File: config.mk
export PLATFORM = sky130hd
export DESIGN_NAME = decoder_alu_cache_flat
export DESIGN_NICKNAME = d
export VERILOG_FILES = /design/src/rtl/decoder_alu_cache_if.sv /design/src/rtl/decoder_alu_cache.sv /design/src/flat_wrapper.sv
export SDC_FILE = /design/constraint.sdc
export NUM_CORES = 2
export LEC_CHECK = 0
export BUFFER_PORTS_ARGS = -buffer_cell sky130_fd_sc_hd__clkbuf_2
export CAP_MARGIN = 20
export CORE_MARGIN = 10
export CORE_UTILIZATION = 50
export DETAILED_ROUTE_END_ITERATION = 8
export PLACE_DENSITY = 0.7
export SLEW_MARGIN = 20
export SYNTH_ARGS = -nofsm -noshare
export SYNTH_HDL_FRONTEND = slang
export SYNTH_SLANG_ARGS = --single-unit
File: constraint.sdc
create_clock -name clock -period 7.1 [get_ports clock]
set_clock_uncertainty 0.1 [all_clocks]
set_input_delay 0.355 -clock clock [delete_from_list [all_inputs] [get_ports clock]]
set_output_delay 0.355 -clock clock [all_outputs]
set_load 0.005 [all_outputs]
File: src/rtl/decoder_alu_cache_if.sv
// Datapath bundle between the decode/execute/memory stage and its neighbours.
// ALU_OVF_EN adds the signed-overflow flag to the bundle.
interface decoder_alu_cache_if;
    logic [31:0] instruction;
    logic [31:0] read_data1;
    logic [31:0] read_data2;
    logic        reg2loc;
    logic        uncond_branch;
    logic        branch;
    logic        mem_read;
    logic        mem_to_reg;
    logic        mem_write;
    logic        alu_src;
    logic        reg_write;
    logic [3:0]  alu_control;
    logic [4:0]  rn;
    logic [4:0]  rm;
    logic [4:0]  rt;
    logic [31:0] sign_extend;
    logic [31:0] alu_result;
    logic        zero;
    logic [31:0] mem_data;
    logic        illegal;
`ifdef ALU_OVF_EN
    logic        overflow;

    modport master (
        output instruction, read_data1, read_data2,
        input  reg2loc, uncond_branch, branch, mem_read, mem_to_reg, mem_write,
               alu_src, reg_write, alu_control, rn, rm, rt, sign_extend,
               alu_result, zero, mem_data, illegal, overflow
    );
    modport slave (
        input  instruction, read_data1, read_data2,
        output reg2loc, uncond_branch, branch, mem_read, mem_to_reg, mem_write,
               alu_src, reg_write, alu_control, rn, rm, rt, sign_extend,
               alu_result, zero, mem_data, illegal, overflow
    );
`else
    modport master (
        output instruction, read_data1, read_data2,
        input  reg2loc, uncond_branch, branch, mem_read, mem_to_reg, mem_write,
               alu_src, reg_write, alu_control, rn, rm, rt, sign_extend,
               alu_result, zero, mem_data, illegal
    );
    modport slave (
        input  instruction, read_data1, read_data2,
        output reg2loc, uncond_branch, branch, mem_read, mem_to_reg, mem_write,
               alu_src, reg_write, alu_control, rn, rm, rt, sign_extend,
               alu_result, zero, mem_data, illegal
    );
`endif
endinterface

File: src/rtl/decoder_alu_cache.sv
// LEGv8-subset decode, ALU and 64x32 data store for the single-cycle core.
// Optional: define ALU_OVF_EN to drive the signed-overflow flag.
module decoder_alu_cache (
    input  logic                 clock,
    input  logic                 reset_n,
    decoder_alu_cache_if.slave   bus
);
    typedef struct packed {
        logic reg2loc;
        logic uncond_branch;
        logic branch;
        logic mem_read;
        logic mem_to_reg;
        logic mem_write;
        logic alu_src;
        logic reg_write;
    } ctrl_t;

    ctrl_t       dec_ctrl;
    ctrl_t       ctrl;
    logic [3:0]  dec_aluc;
    logic [3:0]  aluc;
    logic [31:0] dec_imm;
    logic        dec_illegal;
    logic [31:0] ins;
    logic [31:0] op_b;
    logic [31:0] result;
    logic [5:0]  index;
    logic [64*32-1:0] mem_flat;

    assign ins = bus.instruction;

    always_comb begin
        dec_ctrl    = '0;
        dec_aluc    = 4'b0010;
        dec_imm     = '0;
        dec_illegal = 1'b0;
        if (ins[31:21] == 11'b10001011000) begin
            dec_ctrl.reg_write = 1'b1;
        end else if (ins[31:21] == 11'b11001011000) begin
            dec_ctrl.reg_write = 1'b1;
            dec_aluc           = 4'b0110;
        end else if (ins[31:21] == 11'b10001010000) begin
            dec_ctrl.reg_write = 1'b1;
            dec_aluc           = 4'b0000;
        end else if (ins[31:21] == 11'b10101010000) begin
            dec_ctrl.reg_write = 1'b1;
            dec_aluc           = 4'b0001;
        end else if (ins[31:22] == 10'b1001000100) begin
            dec_ctrl.alu_src   = 1'b1;
            dec_ctrl.reg_write = 1'b1;
            dec_imm            = {{20{ins[21]}}, ins[21:10]};
        end else if (ins[31:21] == 11'b11111000010) begin
            dec_ctrl.alu_src    = 1'b1;
            dec_ctrl.mem_read   = 1'b1;
            dec_ctrl.mem_to_reg = 1'b1;
            dec_ctrl.reg_write  = 1'b1;
            dec_imm             = {{23{ins[20]}}, ins[20:12]};
        end else if (ins[31:21] == 11'b11111000000) begin
            dec_ctrl.reg2loc   = 1'b1;
            dec_ctrl.alu_src   = 1'b1;
            dec_ctrl.mem_write = 1'b1;
            dec_imm            = {{23{ins[20]}}, ins[20:12]};
        end else if (ins[31:24] == 8'b10110100) begin
            dec_ctrl.reg2loc = 1'b1;
            dec_ctrl.branch  = 1'b1;
            dec_aluc         = 4'b0111;
            dec_imm          = {{13{ins[23]}}, ins[23:5]};
        end else if (ins[31:26] == 6'b000101) begin
            dec_ctrl.uncond_branch = 1'b1;
            dec_imm                = {{6{ins[25]}}, ins[25:0]};
        end else begin
            dec_illegal = 1'b1;
        end
    end

    // Reset masks the control word; the immediate and register fields stay live.
    assign ctrl = reset_n ? dec_ctrl : '0;
    assign aluc = reset_n ? dec_aluc : 4'b0000;

    assign bus.reg2loc       = ctrl.reg2loc;
    assign bus.uncond_branch = ctrl.uncond_branch;
    assign bus.branch        = ctrl.branch;
    assign bus.mem_read      = ctrl.mem_read;
    assign bus.mem_to_reg    = ctrl.mem_to_reg;
    assign bus.mem_write     = ctrl.mem_write;
    assign bus.alu_src       = ctrl.alu_src;
    assign bus.reg_write     = ctrl.reg_write;
    assign bus.alu_control   = aluc;
    assign bus.illegal       = reset_n & dec_illegal;
    assign bus.rn            = ins[9:5];
    assign bus.rm            = ins[20:16];
    assign bus.rt            = ins[4:0];
    assign bus.sign_extend   = dec_imm;

    assign op_b = ctrl.alu_src ? dec_imm : bus.read_data2;

    always_comb begin
        case (aluc)
            4'b0000: result = bus.read_data1 & op_b;
            4'b0001: result = bus.read_data1 | op_b;
            4'b0010: result = bus.read_data1 + op_b;
            4'b0110: result = bus.read_data1 - op_b;
            4'b0111: result = op_b;
            4'b1100: result = ~(bus.read_data1 | op_b);
            default: result = '0;
        endcase
    end

    assign bus.alu_result = result;
    assign bus.zero       = (result == 32'd0);

`ifdef ALU_OVF_EN
    logic ovf;
    always_comb begin
        case (aluc)
            4'b0010: ovf = (bus.read_data1[31] == op_b[31]) && (result[31] != bus.read_data1[31]);
            4'b0110: ovf = (bus.read_data1[31] != op_b[31]) && (result[31] != bus.read_data1[31]);
            default: ovf = 1'b0;
        endcase
    end
    assign bus.overflow = ovf;
`endif

    // Byte address wraps onto 64 words; only bits [7:2] select the word.
    assign index = result[7:2];

    generate
        for (genvar gi = 0; gi < 64; gi++) begin : g_word
            logic [31:0] word_reg;
            always_ff @(posedge clock or negedge reset_n) begin
                if (!reset_n) begin
                    word_reg <= '0;
                end else if (ctrl.mem_write && (index == 6'(gi))) begin
                    word_reg <= bus.read_data2;
                end
            end
            assign mem_flat[gi*32 +: 32] = word_reg;
        end
    endgenerate

    assign bus.mem_data = ctrl.mem_read ? mem_flat[{index, 5'b00000} +: 32] : 32'd0;
endmodule

File: src/flat_wrapper.sv
// flat-port wrapper written by rule: the top's interface ports become plain ports
module decoder_alu_cache_flat 
  (clock, reset_n, bus_instruction, bus_read_data1, bus_read_data2, bus_reg2loc, bus_uncond_branch, bus_branch, bus_mem_read, bus_mem_to_reg, bus_mem_write, bus_alu_src, bus_reg_write, bus_alu_control, bus_rn, bus_rm, bus_rt, bus_sign_extend, bus_alu_result, bus_zero, bus_mem_data, bus_illegal);
  decoder_alu_cache_if bus_i ();
  input  logic clock;
  input  logic reset_n;
  input wire logic [$bits(bus_i.instruction)-1:0] bus_instruction;
  input wire logic [$bits(bus_i.read_data1)-1:0] bus_read_data1;
  input wire logic [$bits(bus_i.read_data2)-1:0] bus_read_data2;
  output wire logic [$bits(bus_i.reg2loc)-1:0] bus_reg2loc;
  output wire logic [$bits(bus_i.uncond_branch)-1:0] bus_uncond_branch;
  output wire logic [$bits(bus_i.branch)-1:0] bus_branch;
  output wire logic [$bits(bus_i.mem_read)-1:0] bus_mem_read;
  output wire logic [$bits(bus_i.mem_to_reg)-1:0] bus_mem_to_reg;
  output wire logic [$bits(bus_i.mem_write)-1:0] bus_mem_write;
  output wire logic [$bits(bus_i.alu_src)-1:0] bus_alu_src;
  output wire logic [$bits(bus_i.reg_write)-1:0] bus_reg_write;
  output wire logic [$bits(bus_i.alu_control)-1:0] bus_alu_control;
  output wire logic [$bits(bus_i.rn)-1:0] bus_rn;
  output wire logic [$bits(bus_i.rm)-1:0] bus_rm;
  output wire logic [$bits(bus_i.rt)-1:0] bus_rt;
  output wire logic [$bits(bus_i.sign_extend)-1:0] bus_sign_extend;
  output wire logic [$bits(bus_i.alu_result)-1:0] bus_alu_result;
  output wire logic [$bits(bus_i.zero)-1:0] bus_zero;
  output wire logic [$bits(bus_i.mem_data)-1:0] bus_mem_data;
  output wire logic [$bits(bus_i.illegal)-1:0] bus_illegal;
  assign bus_i.instruction = bus_instruction;
  assign bus_i.read_data1 = bus_read_data1;
  assign bus_i.read_data2 = bus_read_data2;
  assign bus_reg2loc = bus_i.reg2loc;
  assign bus_uncond_branch = bus_i.uncond_branch;
  assign bus_branch = bus_i.branch;
  assign bus_mem_read = bus_i.mem_read;
  assign bus_mem_to_reg = bus_i.mem_to_reg;
  assign bus_mem_write = bus_i.mem_write;
  assign bus_alu_src = bus_i.alu_src;
  assign bus_reg_write = bus_i.reg_write;
  assign bus_alu_control = bus_i.alu_control;
  assign bus_rn = bus_i.rn;
  assign bus_rm = bus_i.rm;
  assign bus_rt = bus_i.rt;
  assign bus_sign_extend = bus_i.sign_extend;
  assign bus_alu_result = bus_i.alu_result;
  assign bus_zero = bus_i.zero;
  assign bus_mem_data = bus_i.mem_data;
  assign bus_illegal = bus_i.illegal;
  decoder_alu_cache u_core (.clock(clock), .reset_n(reset_n), .bus(bus_i));
endmodule
Word level (Yosys, flattened, before mapping)
Cells that the tools add are included.
W data, S select, Z words.
{ "totals": {"memories": 0, "romBits": 0, "output_inout_bits": 125, "ramBits": 0, "elab_cells": 267, "latchBits": 0, "inputBits": 98, "register_bits": 2048} }
{ "classes": {"eq_ne": 77, "n_addsub": 2, "muxes": 52, "order_cmp": 0, "mul": 0, "shift": 1, "div": 0, "reduce_logical": 67, "bitwise": 4} }
{ "op_table": {"columns": ["operator", "n"], "rows": [
  ["$shiftx A2048 B12 Y32", 1],
  ["$mux W32", 11],
  ["$eq A6 B6 Y1 const B", 32],
  ["$pmux W32 S6", 1],
  ["$eq A6 B5 Y1 const B", 16],
  ["$eq A11 B11 Y1 const B", 6],
  ["$logic_and A1 B1 Y1", 64],
  ["$eq A6 B4 Y1 const B", 8],
  ["$add A32 B32 Y32", 1],
  ["$and A32 B32 Y32", 1],
  ["$logic_not A32 Y1", 1],
  ["$mux W4", 8],
  ["$not A32 Y32", 1],
  ["$or A32 B32 Y32", 1],
  ["$sub A32 B32 Y32", 1],
  ["$eq A6 B3 Y1 const B", 5],
  ["$mux W7", 4],
  ["$mux W1", 20],
  ["$eq A6 B2 Y1 const B", 2],
  ["$eq A10 B10 Y1 const B", 1],
  ["$eq A4 B3 Y1 const B", 2],
  ["$eq A8 B8 Y1 const B", 1],
  ["$mux W2", 4],
  ["$mux W8", 1],
  ["other kinds (9)", 10]
]} }

Logic depth before layout (Yosys ltp)
{ "logic_depth": {"ltp_word": 17, "ltp_mapped": 30, "ltp_nobuf": 27} }

Least setup slack after synthesis
OpenSTA, ideal clock, no wires.
{ "synth_timing": {"path_kind": "input -> output", "start": "input bus_instruction[28]", "end": "output bus_zero", "cell_stages": 28, "n_path_buf": 4, "path_slack_ns": -0.729, "required_time_ns": 6.645, "t_arrival_ns": 7.374, "path_cell_list": "nor4b_2 > a31oi_1 > o21ai_1 > clkbuf_1 > clkbuf_1 > clkbuf_1 > buf_1 > nor2_1 > a21oi_1 > ha_1 > nand2_1 > a21oi_1 > o2111ai_1 > a21oi_1 > and3_1 > nor2_1 > xor2_1 > ha_1 > a21o_1 > a31o_2 > nor2b_1 > a211oi_1 > nor3_1 > a211o_1 > or4_1 > or4_1 > or4_1 > a2111oi_2"} }
{ "synth_between": {"elab_chain_len": 15, "elab_cells_between_ends": 49, "classes_between": "2 x add/sub; 14 x eq/ne; 28 x mux; 3 x bitwise; 2 x reduce/logical"} }
{ "synth_rtl": {"columns": ["item", "line", "rtl"], "rows": [
  ["start, declared", "flat_wrapper.sv:7", "input wire logic [$bits(bus_i.instruction)-1:0] bus_instruction;"],
  ["branches (longest 13 deep; another with $sub A32 B32 Y32)", null, null],
  ["$pmux W32 S6 *", "decoder_alu_cache.sv:99", "case (aluc)"],
  ["net bus_alu_result[23]", "flat_wrapper.sv:23", "output wire logic [$bits(bus_i.alu_result)-1:0] bus_alu_result;"],
  ["$logic_not A32 Y1 *", "decoder_alu_cache.sv:111", "assign bus.zero = (result == 32'd0);"],
  ["end, declared", "flat_wrapper.sv:24", "output wire logic [$bits(bus_i.zero)-1:0] bus_zero;"]
]} }
Mark *: on every way through the listed nets, which the timed path passes.

Final worst setup path
{ "layout_timing": {"start": "input bus_instruction[22]", "end": "output bus_zero"} }
{ "layout_between": {"elab_chain_len": 14, "elab_cells_between_ends": 46, "classes_between": "2 x add/sub; 12 x eq/ne; 27 x mux; 3 x bitwise; 2 x reduce/logical"} }
{ "layout_rtl": {"columns": ["item", "line"], "rows": [
  ["branches (longest 12 deep; another with $sub A32 B32 Y32)", null],
  ["$pmux W32 S6 *", "decoder_alu_cache.sv:99"],
  ["$logic_not A32 Y1 *", "decoder_alu_cache.sv:111"]
]} }
Every way passes the cells marked *.

==> results.json <==
{
  "period_minus_slack_ns": 7.07,
  "num_io_pins": 223,
  "p_leak_uw": 0.0562,
  "fin_crit_sh_pct": 99.6,
  "grt_pass1_wl_mm": 533,
  "dieArea_sq_um": 219000,
  "crit_arrival_ns": 6.62,
  "ir_drop_uv": 286,
  "cpLargestDelayFamily": "simple AND/OR/NAND/NOR gates",
  "clk_latency_ns": 0.86,
  "switching_share_pct": 29.2,
  "synth_cell_types": 84,
  "top_layer_used": "met5",
  "cts_made_buffers": 202,
  "post_drt_wl_per_cell_um": 30.3,
  "root_buffer": "clkbuf_16",
  "hp-class": "in -> reg",
  "drc": 0,
  "tightest_slew_ns": 1.07,
  "postSynthCellCount": 9037,
  "p_switching_uw": 7960,
  "drt_wl_total_mm": 369,
  "postRouteAntennaNets": 0,
  "synth_seq_cells": 2048,
  "status": "completed",
  "ys.flop_type": "dfrtp_1",
  "synth-edff-count": 0,
  "start_kind": "input port",
  "p_per_area_nw_per_um2": 231,
  "grt_start_max_net_pins": 164,
  "post-dp-hpwl_mm": 228,
  "place_inst": 11775,
  "fin_ws_ns": 0.0282,
  "core-area_sq_um": 200000,
  "drive_above_1_share_pct": 36.7,
  "synth_area_sq_um": 101000,
  "cts.sinks": 2048,
  "cap_violations": 0,
  "largest_reg_flops": 2048,
  "synth_nets": 9173,
  "initial_core_util_pct": 50.3,
  "cpMaxStageDelayCell": "or4b_4",
  "place_area_sq_um": 110000,
  "intPower_uw": 19300,
  "yosys_warnings": 0,
  "antenna_found_initial": 16,
  "finalSetupTns_ns": 0,
  "max_clock_freq_ghz": 0.141,
  "rows": 164,
  "cts_buffer_depth": 3,
  "track_usage_pct": 32.3,
  "via_count": 80018,
  "fin_nets": 9496,
  "syn_avg_cell_area_sq_um": 11.1,
  "port_buffers": 221,
  "setup_viol": 0,
  "dieHeight_um": 468,
  "ctsHtreeMaxLevel": 4,
  "rsz0062_at_grt": "yes",
  "synthArstFlopShare_pct": 100,
  "max_stage_delay_ns": 0.56,
  "wl_met1_mm": 144,
  "slew_viol_final": 0,
  "pre_cts_ws_ns": -0.504,
  "ys_seq_area_share_pct": 51.0,
  "power_frac_seq_pct": 42.9,
  "viasPerCell": 6.57,
  "path_common_cell": "buf_6",
  "power_frac_comb_pct": 16.5,
  "grt_pass1_vias": 78528,
  "worstPathMaxFanout": 4,
  "gp_congestion": 0.920,
  "clkPwrFrac_pct": 40.6,
  "die_x_um": 468,
  "first_pass_iters": 6,
  "final_cells": 12185,
  "crit_path_end_kind": "primary output",
  "cts_tree": "built",
  "worst-path-buf-inv": 7,
  "syn_to_final_growth_pct": 17.4,
  "crit_type": "in -> out",
  "wl_met3_mm": 41.4,
  "fin_area_sq_um": 118000,
  "required_ns": 6.64,
  "relSlewSlack_pct": 28.0,
  "overflow": 0,
  "hold_viol": 0,
  "drt_iter0_markers": 10593,
  "met2WireLength_mm": 162,
  "path_clk_slew_ns": 0.06
}
[worst paths after layout]
check / startpoint / to / slack, ns / depth (start not counted)
min reg2reg: u_core.g_word[63].word_reg[30] / u_core.g_word[63].word_reg[30] / 0.38 / 2
max in group asynchronous: reset_n / u_core.g_word[17].word_reg[22] / 2.13 / 8
max reg2reg: u_core.g_word[58].word_reg[23] / u_core.g_word[58].word_reg[23] / 6.20 / 1
min: bus_read_data2[18] / u_core.g_word[43].word_reg[18] / 0.06 / 4
max: bus_instruction[22] / bus_zero / 0.03 / 30
min in group asynchronous: reset_n / u_core.g_word[55].word_reg[7] / 0.17 / 3
[power groups by stage]
stage	logic [uW]	registers [uW]	clock network, uW
2_1_floorplan	1930	11900	0
3_5_place_dp	4090	11900	0
5_1_grt	4620	11700	11600
3_3_place_gp	4070	11900	0
4_1_cts	4130	11700	11100
6_report	4500	11700	11000
[kinds of logic (layout without fill, tap and decap cells)]
kind of cell / after synthesis / after routing / synth area share, %
DFF: 2048 / 2048 / 51.0
AOI/OAI and AO/OA: 1200 / 1200 / 8.28
and+or+nand+nor: 2341 / 2341 / 10.0
adders and majority gates: 38 / 38 / 0.480
other: 1 / 15 / 0.00373
buffers and inverters: 1015 / 1493 / 3.89
xor gates and xnor gates: 46 / 46 / 0.401
muxes: 2348 / 2348 / 25.9
[Yosys cell counts, drive strengths merged (10+ instances only)]
cell type | instances | area [sq um]
dfrtp | 2048 | 51200
mux2 | 1967 | 22100
nand2 | 1462 | 5490
clkbuf | 675 | 2530
nand3 | 466 | 2330
mux2i | 373 | 3730
a211oi | 278 | 2090
o21ai | 209 | 1050
buf | 200 | 851
a21oi | 182 | 915
nor2 | 156 | 586
inv | 136 | 510
a31oi | 117 | 732
a311oi | 114 | 998
nor3 | 40 | 200
and3 | 39 | 244
a221oi | 38 | 339
ha | 37 | 463
nand4 | 31 | 194
a22oi | 30 | 230
a32oi | 26 | 228
xnor2 | 25 | 219
nor2b | 24 | 150
nor4 | 24 | 163
o22ai | 23 | 144
a21o | 22 | 165
xor2 | 21 | 184
a31o | 20 | 175
o221ai | 20 | 175
nand2b | 18 | 113
or4 | 17 | 128
a2111oi | 16 | 146
o211ai | 16 | 120
or3 | 14 | 87.6
and4 | 11 | 96.3
o31ai | 11 | 96.3
a221o | 10 | 100
[cell type report]
class                           count  area, sq um
Fill cell                       16052        81900
Multi-Input combinational cell   5974        46400
Timing Repair Buffer              994         9650
Antenna cell                       14         35.0
Clock inverter                     61          850
Sequential cell                  2048        51200
Inverter                          140          552
Clock buffer                      298         5910
Tap cell                         2656         3320
[metal layers]
layer / vias to the layer above / global-route usage [%]
met2: 4820 / 48.4
met5: - / 0
li1: 32763 / -
met4: 14 / 16.9
met1: 41244 / 43.2
met3: 1177 / 8.48
[cells in the final DEF (no fill, tap or decap), drive strengths merged, types with 14 or more instances in the layout]
cell type,netlist,final
o22ai,23,23
o221ai,20,20
a31o,20,20
nand3,466,466
nor2,156,156
dfrtp,2048,2048
clkbuf,675,531
o211ai,16,16
a311oi,114,114
nor2b,24,24
a21oi,182,182
xor2,21,21
nand2b,18,18
a32oi,26,26
inv,136,145
o21ai,209,209
ha,37,37
nand4,31,31
mux2,1967,1967
a211oi,278,278
diode,0,14
nor4,24,24
a31oi,117,117
clkinv,4,37
a221oi,38,38
a22oi,30,30
xnor2,25,25
and3,39,39
mux2i,373,373
a21o,22,22
or4,17,17
nand2,1462,1462
buf,200,760
or3,14,14
a2111oi,16,16
nor3,40,40
[metrics by stage]
step	power [uW]	hold slack [ns]	util, %
floorplan	13800	-0.0406	-
global placement	16000	0.355	55.0
detailed placement	16000	0.369	55.0
CTS	26900	0.0242	58.5
global route	27800	0.106	59.0
finish	27200	0.0634	59.0
[what timing repair did]
item / in CTS / in global routing
setup buffers: 12 / 8
pin swaps: 32 / 24
resized for setup: 60 / 103
gates cloned: 0 / 15
setup endpoints to repair: 21 / 31
endpoints found under the hold margin: 49 / 0
hold buffers: 1 / 0
Note: power is estimated with default switching activity, not from simulation.
